## src/rtl/fetch_queue_unit.sv

```systemverilog
// Decoupled fetch stage: in-order imem requests, credit-reserved instruction queue, redirect flush.
// Optional misaligned-redirect fault entry is enabled by defining TARTARUGA_FETCH_MISALIGN_EN.
module fetch_queue_unit #(
    parameter logic [31:0] RESET_PC        = 32'h8000_0000,
    parameter int unsigned QUEUE_DEPTH     = 4,
    parameter int unsigned MAX_OUTSTANDING = 2
) (
    input  logic        clk_i,
    input  logic        rstn_i,
    input  logic        redirect_i,
    input  logic [31:0] redirect_pc_i,
    output logic        imem_req_valid_o,
    input  logic        imem_req_ready_i,
    output logic [31:0] imem_req_addr_o,
    input  logic        imem_rsp_valid_i,
    input  logic [31:0] imem_rsp_data_i,
    output logic        instr_valid_o,
    input  logic        instr_ready_i,
    output logic [31:0] instr_o,
    output logic [31:0] pc_o,
    output logic        fault_o
);

    localparam int unsigned PTR_W = $clog2(QUEUE_DEPTH);
    localparam int unsigned CNT_W = PTR_W + 1;
    localparam int unsigned OUT_W = $clog2(MAX_OUTSTANDING + 1);
    localparam logic [31:0] NOP   = 32'h0000_0013;

    logic [31:0]      fetch_pc, fetch_pc_next;
    logic [31:0]      resp_pc, resp_pc_next;
    logic [OUT_W-1:0] outstanding, outstanding_next;
    logic [OUT_W-1:0] drop_cnt, drop_cnt_next;
    logic [CNT_W-1:0] count;
    logic [PTR_W-1:0] wr_ptr, rd_ptr;
    logic [31:0]      q_instr [QUEUE_DEPTH];
    logic [31:0]      q_pc    [QUEUE_DEPTH];

    logic             empty, req_fire, rsp_keep, push, pop;
    logic [31:0]      target_pc;
    logic             halted, fault_pend;
    logic [31:0]      fault_pc;
    logic [31:0]      push_instr, push_pc;

`ifdef TARTARUGA_FETCH_MISALIGN_EN
    logic                   misaligned;
    logic [QUEUE_DEPTH-1:0] q_fault;

    assign target_pc  = redirect_pc_i;
    assign misaligned = |redirect_pc_i[1:0];

    // A misaligned target halts fetch and queues a single fault entry the following cycle.
    always_ff @(posedge clk_i or negedge rstn_i) begin
        if (!rstn_i) begin
            halted     <= 1'b0;
            fault_pend <= 1'b0;
            fault_pc   <= '0;
        end else if (redirect_i) begin
            halted     <= misaligned;
            fault_pend <= misaligned;
            fault_pc   <= redirect_pc_i;
        end else begin
            fault_pend <= 1'b0;
        end
    end

    always_ff @(posedge clk_i) begin
        if (push) begin
            q_fault[wr_ptr] <= fault_pend;
        end
    end

    assign fault_o = ~empty & q_fault[rd_ptr];
`else
    logic unused_target_lsb;

    assign target_pc         = {redirect_pc_i[31:2], 2'b00};
    assign unused_target_lsb = ^redirect_pc_i[1:0];
    assign halted            = 1'b0;
    assign fault_pend        = 1'b0;
    assign fault_pc          = '0;
    assign fault_o           = 1'b0;
`endif

    assign empty = (count == '0);

    // Credit rule: every accepted request already owns a queue slot.
    assign imem_req_valid_o = rstn_i & ~redirect_i & ~halted
                            & (32'(outstanding) < MAX_OUTSTANDING)
                            & ((32'(outstanding) + 32'(count)) < QUEUE_DEPTH);
    assign imem_req_addr_o  = fetch_pc;
    assign req_fire         = imem_req_valid_o & imem_req_ready_i;

    assign rsp_keep   = imem_rsp_valid_i & ~redirect_i & (drop_cnt == '0);
    assign push       = ~redirect_i & (fault_pend | rsp_keep);
    assign push_instr = fault_pend ? NOP : imem_rsp_data_i;
    assign push_pc    = fault_pend ? fault_pc : resp_pc;

    assign instr_valid_o = ~empty & ~redirect_i;
    assign pop           = instr_valid_o & instr_ready_i;
    assign instr_o       = empty ? '0 : q_instr[rd_ptr];
    assign pc_o          = empty ? '0 : q_pc[rd_ptr];

    always_comb begin
        fetch_pc_next    = fetch_pc;
        resp_pc_next     = resp_pc;
        drop_cnt_next    = drop_cnt;
        outstanding_next = outstanding + OUT_W'(req_fire) - OUT_W'(imem_rsp_valid_i);
        if (redirect_i) begin
            fetch_pc_next = target_pc;
            resp_pc_next  = target_pc;
            // Every response still in flight belongs to the abandoned stream.
            drop_cnt_next = outstanding - OUT_W'(imem_rsp_valid_i);
        end else begin
            if (req_fire) begin
                fetch_pc_next = fetch_pc + 32'd4;
            end
            if (imem_rsp_valid_i) begin
                if (drop_cnt != '0) begin
                    drop_cnt_next = drop_cnt - OUT_W'(1);
                end else begin
                    resp_pc_next = resp_pc + 32'd4;
                end
            end
        end
    end

    always_ff @(posedge clk_i or negedge rstn_i) begin
        if (!rstn_i) begin
            fetch_pc    <= RESET_PC;
            resp_pc     <= RESET_PC;
            outstanding <= '0;
            drop_cnt    <= '0;
        end else begin
            fetch_pc    <= fetch_pc_next;
            resp_pc     <= resp_pc_next;
            outstanding <= outstanding_next;
            drop_cnt    <= drop_cnt_next;
        end
    end

    always_ff @(posedge clk_i or negedge rstn_i) begin
        if (!rstn_i) begin
            wr_ptr <= '0;
            rd_ptr <= '0;
            count  <= '0;
        end else if (redirect_i) begin
            wr_ptr <= '0;
            rd_ptr <= '0;
            count  <= '0;
        end else begin
            if (push) begin
                wr_ptr <= wr_ptr + PTR_W'(1);
            end
            if (pop) begin
                rd_ptr <= rd_ptr + PTR_W'(1);
            end
            count <= count + CNT_W'(push) - CNT_W'(pop);
        end
    end

    always_ff @(posedge clk_i) begin
        if (push) begin
            q_instr[wr_ptr] <= push_instr;
            q_pc[wr_ptr]    <= push_pc;
        end
    end

endmodule

```

## config.mk

```make
export PLATFORM = sky130hd
export DESIGN_NAME = fetch_queue_unit
export DESIGN_NICKNAME = d
export VERILOG_FILES = /design/src/rtl/fetch_queue_unit.sv
export SDC_FILE = /design/constraint.sdc
export NUM_CORES = 1
export LEC_CHECK = 0
export CORE_ASPECT_RATIO = 1.2
export CORE_MARGIN = 4
export CORE_UTILIZATION = 57
export CTS_BUF_LIST = sky130_fd_sc_hd__clkbuf_8
export CTS_CLUSTER_SIZE = 10
export DETAILED_ROUTE_END_ITERATION = 10
export GPL_TIMING_DRIVEN = 0
export PLACE_DENSITY = 0.82
export SETUP_SLACK_MARGIN = 0.02
export SYNTH_ARGS = -nofsm -noshare
export SYNTH_HDL_FRONTEND = slang
export SYNTH_SLANG_ARGS = --single-unit
```

## constraint.sdc

```tcl
create_clock -name clk_i -period 3.9 [get_ports clk_i]
set_input_delay 0.78 -clock clk_i [delete_from_list [all_inputs] [get_ports clk_i]]
set_output_delay 0.78 -clock clk_i [all_outputs]
set_load 0.03 [all_outputs]
```

==> summary.txt, run 1 <==
Setup crit start kind = input port
Die Height = 176 µm
CORE AREA = 23200 µm²
Num CTS Buffers = 47
PD cells = 580 nW/µm²
Root buf cell = clkbuf_8
Skew final = 0.0194 ns
WL final = 28700 µm
Vias/cell = 5.66
Post-synthesis cell count = 842
Worst Max-Slew Pin Slew = 0.655 ns
Hpwl dp = 19600 µm
Most common cell on crit path = clkdlybuf4s50_1
Worst setup EP type = output port
Crit path cell chain = clkdlybuf4s50_1, or4b_4, nor3_1, clkdlybuf4s50_1
I/O pin total = 169
Worst Path Arrival = 2.95 ns
DRT iter0 DRCs = 508
RR Endpoint = outstanding[1]
Mean Syn Cell Area = 15.9 µm²
Post-synth ARST share = 22.3%
YS warnings = 0
Reg2reg start = outstanding[1]
EDFF count, synth = 248
CP max stage delay = 0.73 ns
CP Max Fanout = 6
TNS Setup = 0 ns
Fillers = 1559
Count of final max-slew check failures = 0
Fin crit share = 95.7%
CP Class = in -> out
Slew margin rel. = 56.3%
Crit path buf inv count = 2
Min Tclk post-route = 3.73 ns
Nets@finish = 1142
Post-synth top cells = edfxtp_1, and2_1, dfrtp_1
DR WL/cell = 20.4 µm
Worst reg2reg path depth = 11
Top FF cell, synth = edfxtp_1
DRT Pass-1 Iters = 5
Std cell rows = 61
Final hold viol count = 0
Synth top area share = 55.5%
Initial core utilization = 57.9%
RSZ-0062 raised after global routing = no
Slowest cell on crit path = clkdlybuf4s50_1
PnR Total Power = 9.51 mW
Worst R2R Setup Slack = 0.75 ns
HP Class = in -> async
Peak supply drop = 267 µV
Synth area leader = edfxtp_1
Grt total ovfl = 0
N_diodes = 0
Fraction of layout cells with a size suffix above 1 = 13.8%
Clock Tree Buf Depth = 3
Clk_lat worst skew = 0.55 ns
Largest net degree at the start of global routing = 53
First-pass GRT wire length = 45400 µm
Leakage power = 5.64 nW
Area growth syn-to-layout = 22.1%
GRT Resource Usage Total = 22.5%
Clk slew on worst S/H paths = 0.07 ns
Outcome = completed
Mapped Area = 13400 µm²
IO buf count = 161
Post-synth cell types = 52
Final WS setup = 0.166 ns
# DRC = 0
Final setup vio count = 0
GP Congestion = 0.927
Total of max-cap violations = 0
CTS tree = yes
Placed Area = 15600 µm²
Count leader, synth = edfxtp_1
Initial antenna violation count = 0
Finished Cell Area = 16400 µm²
Family with the most delay on the worst path = buffers and inverters
Hold-fix buffers, CTS = 0
# H-tree levels = 2
Synth area leaders = edfxtp_1, dfrtp_1, mux4_2
Die W = 148 µm
Max Freq = 268 MHz
Pre-CTS setup slack = -0.0605 ns
Vias in the first global route = 8348
Sequential cell area fraction in the yosys report = 68.7%
CP required = 3.12 ns
ANT nets after route = 0
CTS Sinks = 319
Via count = 7968
Die area = 26100 µm²
Post-synthesis register bit count = 319
==> state kept, by name, summed over array words and instances, names as in the netlist <==
register / flops
q_instr: 128
q_pc: 120
imem_req_addr_o: 30
push_pc: 30
count: 3
drop_cnt: 2
outstanding: 2
rd_ptr: 2
wr_ptr: 2
==> cell type report <==
cell class                 instances  area, µm²  share of cell area (%)
buffer                            40        185                    1.13
clock buffer                      49        674                    4.11
clock inverter                    35        139                   0.847
inverter                          17       63.8                   0.389
multi-input combinational        467       3980                    24.3
sequential                       319       9230                    56.3
tap                              315        394                    2.40
timing repair buffer             166       1730                    10.6
==> what timing repair did <==
action,CTS,global route
endpoints found under the setup margin,60,0
hold endpoints to repair,0,0
setup buffers,0,0
resized for setup,5,0
==> worst max path at each step <==
stage	from	slack [ns]	cells past startpoint	endpoint
4_1_cts	rd_ptr[1]	0.09	4	instr_o[8]
3_5_place_dp	redirect_i	-0.06	6	instr_valid_o
2_1_floorplan	redirect_i	0.82	3	q_instr[0][0]
6_report	redirect_i	0.17	4	imem_req_valid_o
3_3_place_gp	rstn_i	-2.34	4	imem_req_valid_o
5_1_grt	count[1]	0.03	5	pc_o[16]
==> placed cells by master (no fill, tap or decap), types with 14 or more instances in the layout <==
| cell type | n |
|---|---|
| and2_1 | 69 |
| clkbuf_1 | 23 |
| clkbuf_8 | 49 |
| clkdlybuf4s50_1 | 160 |
| clkinv_1 | 14 |
| dfrtp_1 | 68 |
| edfxtp_1 | 248 |
| inv_1 | 33 |
| mux4_2 | 62 |
| nand2_1 | 54 |
| nand3_1 | 36 |
| nand4_1 | 17 |
| nor2_1 | 25 |
| o21ai_0 | 37 |
| xnor2_1 | 22 |
| xor2_1 | 20 |
==> worst reg2reg max path, delay by kind of cell (launching register included) <==
family | cells | cell delay (ns)
xor+xnor | 2 | 0.28
fa+ha+maj | 3 | 0.83
flops | 1 | 0.50
simple gates | 2 | 0.48
buf+inv | 4 | 0.94
==> cell families after synthesis <==
| kind of cell | Yosys count | synth area share (%) |
|---|---|---|
| muxes | 68 | 10.9 |
| AOI/OAI and AO/OA | 83 | 3.80 |
| xor gates and xnor gates | 42 | 2.74 |
| and+or+nand+nor | 255 | 10.6 |
| DFF | 319 | 68.7 |
| buffers and inverters | 60 | 1.88 |
| other | 1 | 0.0279 |
| adders and majority gates | 14 | 1.36 |
==> metrics by stage <==
step                      hold WS, ns  instances  util [%]
after detailed placement        0.521       1327      67.1
after floorplan                 0.474        846         -
after CTS                       0.161       1408      70.6
final                           0.169       1408      70.6
after global placement          0.504       1322      66.6
after global routing            0.183       1408      70.6
==> metal layers <==
layer	wire length [µm]	global-route usage [%]
met2	14400	37.1
met5	0	0
met4	821	8.12
met3	1870	4.34
met1	11600	30.2
==> power by group <==
| group | switching [mW] | leakage [nW] | internal (mW) |
|---|---|---|---|
| Sequential | 0.223 | 3.10 | 3.90 |
| Clock | 1.18 | 0.477 | 1.16 |
| Combinational | 1.67 | 2.06 | 1.38 |
Note: power is estimated with default switching activity, not from simulation.
==> run 2, diff against run 1 <==
--- a/config.mk
+++ b/config.mk
@@ -6,7 +6,7 @@
 export NUM_CORES = 1
 export LEC_CHECK = 0
 export CORE_ASPECT_RATIO = 1.2
-export CORE_MARGIN = 4
+export CORE_MARGIN = 1.5
 export CORE_UTILIZATION = 57
 export CTS_BUF_LIST = sky130_fd_sc_hd__clkbuf_8
 export CTS_CLUSTER_SIZE = 10
==> summary.txt, run 2 (same netlist as run 1, synthesis figures left out) <==
Total of max-cap violations = 0 (unchanged)
Most frequent cells in the layout = edfxtp_1, clkdlybuf4s50_1, and2_1 (unchanged)
Worst R2R Setup Slack = 0.71 ns (was 0.75 ns)
DRT iter0 DRCs = 521 (was 508)
Num CTS Buffers = 48 (was 47)
# DRC = 0 (unchanged)
Post-CTS setup buffer count = 0 (unchanged)
Die W = 143 µm (was 148 µm)
Die area = 24500 µm² (was 26100 µm²)
Initial antenna violation count = 0 (unchanged)
Slowest cell on crit path = clkdlybuf4s50_1 (unchanged)
HP Class = in -> async (unchanged)
RSZ-0062 raised after global routing = no (unchanged)
Reg2reg start = outstanding[1] (unchanged)
CORE AREA = 23100 µm² (was 23200 µm²)
Commonest non-fill, non-tap cell in the layout = edfxtp_1 (unchanged)
Fin crit share = 96.4% (was 95.7%)
Worst Path Arrival = 2.98 ns (was 2.95 ns)
Std cell rows = 61 (unchanged)
Outcome = completed (unchanged)
Root buf cell = clkbuf_8 (unchanged)
Vias/cell = 5.65 (was 5.66)
Final setup vio count = 0 (unchanged)
Min Tclk post-route = 3.76 ns (was 3.73 ns)
# H-tree levels = 2 (unchanged)
Top reg by flops = q_instr (unchanged)
Skew final = 0.0213 ns (was 0.0194 ns)
DR WL/cell = 20.3 µm (was 20.4 µm)
Area growth syn-to-layout = 22.8% (was 22.1%)
Vias in the first global route = 8284 (was 8348)
Initial core utilization = 58.1% (was 57.9%)
CTS tree = yes (unchanged)
Peak supply drop = 387 µV (was 267 µV)
Max FFs per register = 128 (unchanged)
TNS Setup = 0 ns (unchanged)
Fraction of layout cells with a size suffix above 1 = 15.1% (was 13.8%)
Final hold viol count = 0 (unchanged)
GRT Resource Usage Total = 24.5% (was 22.5%)
Via count = 7970 (was 7968)
Slew margin rel. = 53.1% (was 56.3%)
Crit path cell chain = clkdlybuf4s50_1, or4b_4, nor3_1, clkdlybuf4s50_1 (unchanged)
Clk slew on worst S/H paths = 0.06 ns (was 0.07 ns)
RR Endpoint = outstanding[1] (unchanged)
Max Freq = 266 MHz (was 268 MHz)
Hpwl dp = 19300 µm (was 19600 µm)
Grt total ovfl = 0 (unchanged)
Setup crit start kind = input port (unchanged)
DRT Pass-1 Iters = 5 (unchanged)
Final hold slack = 0.0805 ns (was 0.169 ns)
Leakage power = 5.71 nW (was 5.64 nW)
Clock Tree Buf Depth = 3 (unchanged)
CP Class = in -> out (unchanged)
Largest net degree at the start of global routing = 62 (was 53)
CP max stage delay = 0.74 ns (was 0.73 ns)
Worst reg2reg path depth = 11 (unchanged)
First-pass GRT wire length = 44800 µm (was 45400 µm)
Count of final max-slew check failures = 0 (unchanged)
Worst Max-Slew Pin Slew = 0.701 ns (was 0.655 ns)
GP Congestion = 0.937 (was 0.927)
IO buf count = 161 (unchanged)
Largest regs = q_instr x128, q_pc x120 (unchanged)
Clk_lat worst skew = 0.55 ns (about the same)
Fillers = 1495 (was 1559)
WL final = 28600 µm (was 28700 µm)
Most common cell on crit path = clkdlybuf4s50_1 (unchanged)
Nets@finish = 1144 (was 1142)
CP required = 3.12 ns (about the same)
ANT nets after route = 0 (unchanged)
Die Height = 171 µm (was 176 µm)
CP Max Fanout = 6 (unchanged)
CTS Sinks = 319 (unchanged)
PnR Total Power = 9.70 mW (was 9.51 mW)
PD cells = 588 nW/µm² (was 580 nW/µm²)
Worst setup EP type = output port (unchanged)
I/O pin total = 169 (unchanged)
N_diodes = 0 (unchanged)
-- run 2: cell count changes in the layout (fill, tap and decap cells not counted), moves of 2 or more --
cell / delta
buf_12: -2
clkinv_2: +3
buf_2: +2
clkinv_1: -6
clkbuf_1: -3
clkbuf_2: +5
buf_1: -2
bufinv_16: +2
buf_16: +2
-- run 2: layer usage --
| metal | part of all wire [%] | global-route usage [%] | wire length (µm) |
|---|---|---|---|
| met2 | 51 | 41.9 | 14500 |
| met3 | 6.6 | 4.42 | 1890 |
| met4 | 3.0 | 9.41 | 864 |
| met5 | 0 | 0 | 0 |
| met1 | 40 | 31.2 | 11400 |
-- run 2: worst max path at each step --
stage | endpoint | from
final | imem_req_valid_o | redirect_i
after CTS | instr_o[26] | rd_ptr[1]
after floorplan | q_instr[0][0] | redirect_i
after global routing | pc_o[10] | count[1]
after global placement | outstanding[1] | rstn_i
after detailed placement | instr_valid_o | redirect_i
-- run 2: final cells by class --
class | instances | area, µm² | share of cell area (%)
Sequential cell | 319 | 9230 | 55.9
Multi-Input combinational cell | 467 | 3980 | 24.1
Timing Repair Buffer | 166 | 1750 | 10.6
Clock buffer | 50 | 688 | 4.17
Tap cell | 315 | 394 | 2.39
Clock inverter | 36 | 208 | 1.26
Buffer | 41 | 194 | 1.18
Inverter | 17 | 63.8 | 0.387
-- run 2: worst max-delay path: cells and delay by family --
kind | cells | cell delay, ns
AND/OR/NAND/NOR | 2 | 0.92
buffers and inverters | 2 | 1.28
-- run 2: through the flow --
step                instance area, µm²  utilization [%]  worst slack, ns  instances
floorplan                        13400                -            0.819        846
global placement                 15400             66.8            -2.34       1322
detailed placement               15600             67.4           -0.144       1327
CTS                              16500             71.3           0.0163       1411
global route                     16500             71.3           0.0426       1411
finish                           16500             71.3            0.140       1411
-- run 2: where the power goes --
group,internal [mW],leakage [nW],switching (mW)
Sequential,3.90,3.10,0.221
Combinational,1.38,2.09,1.68
Clock,1.32,0.519,1.20
-- run 2: timing repair --
item | 4_1_cts | 5_1_grt
hold buffers | 0 | 0
setup endpoints to repair | 60 | 19
gates resized for setup | 8 | 3
gates cloned | 0 | 0
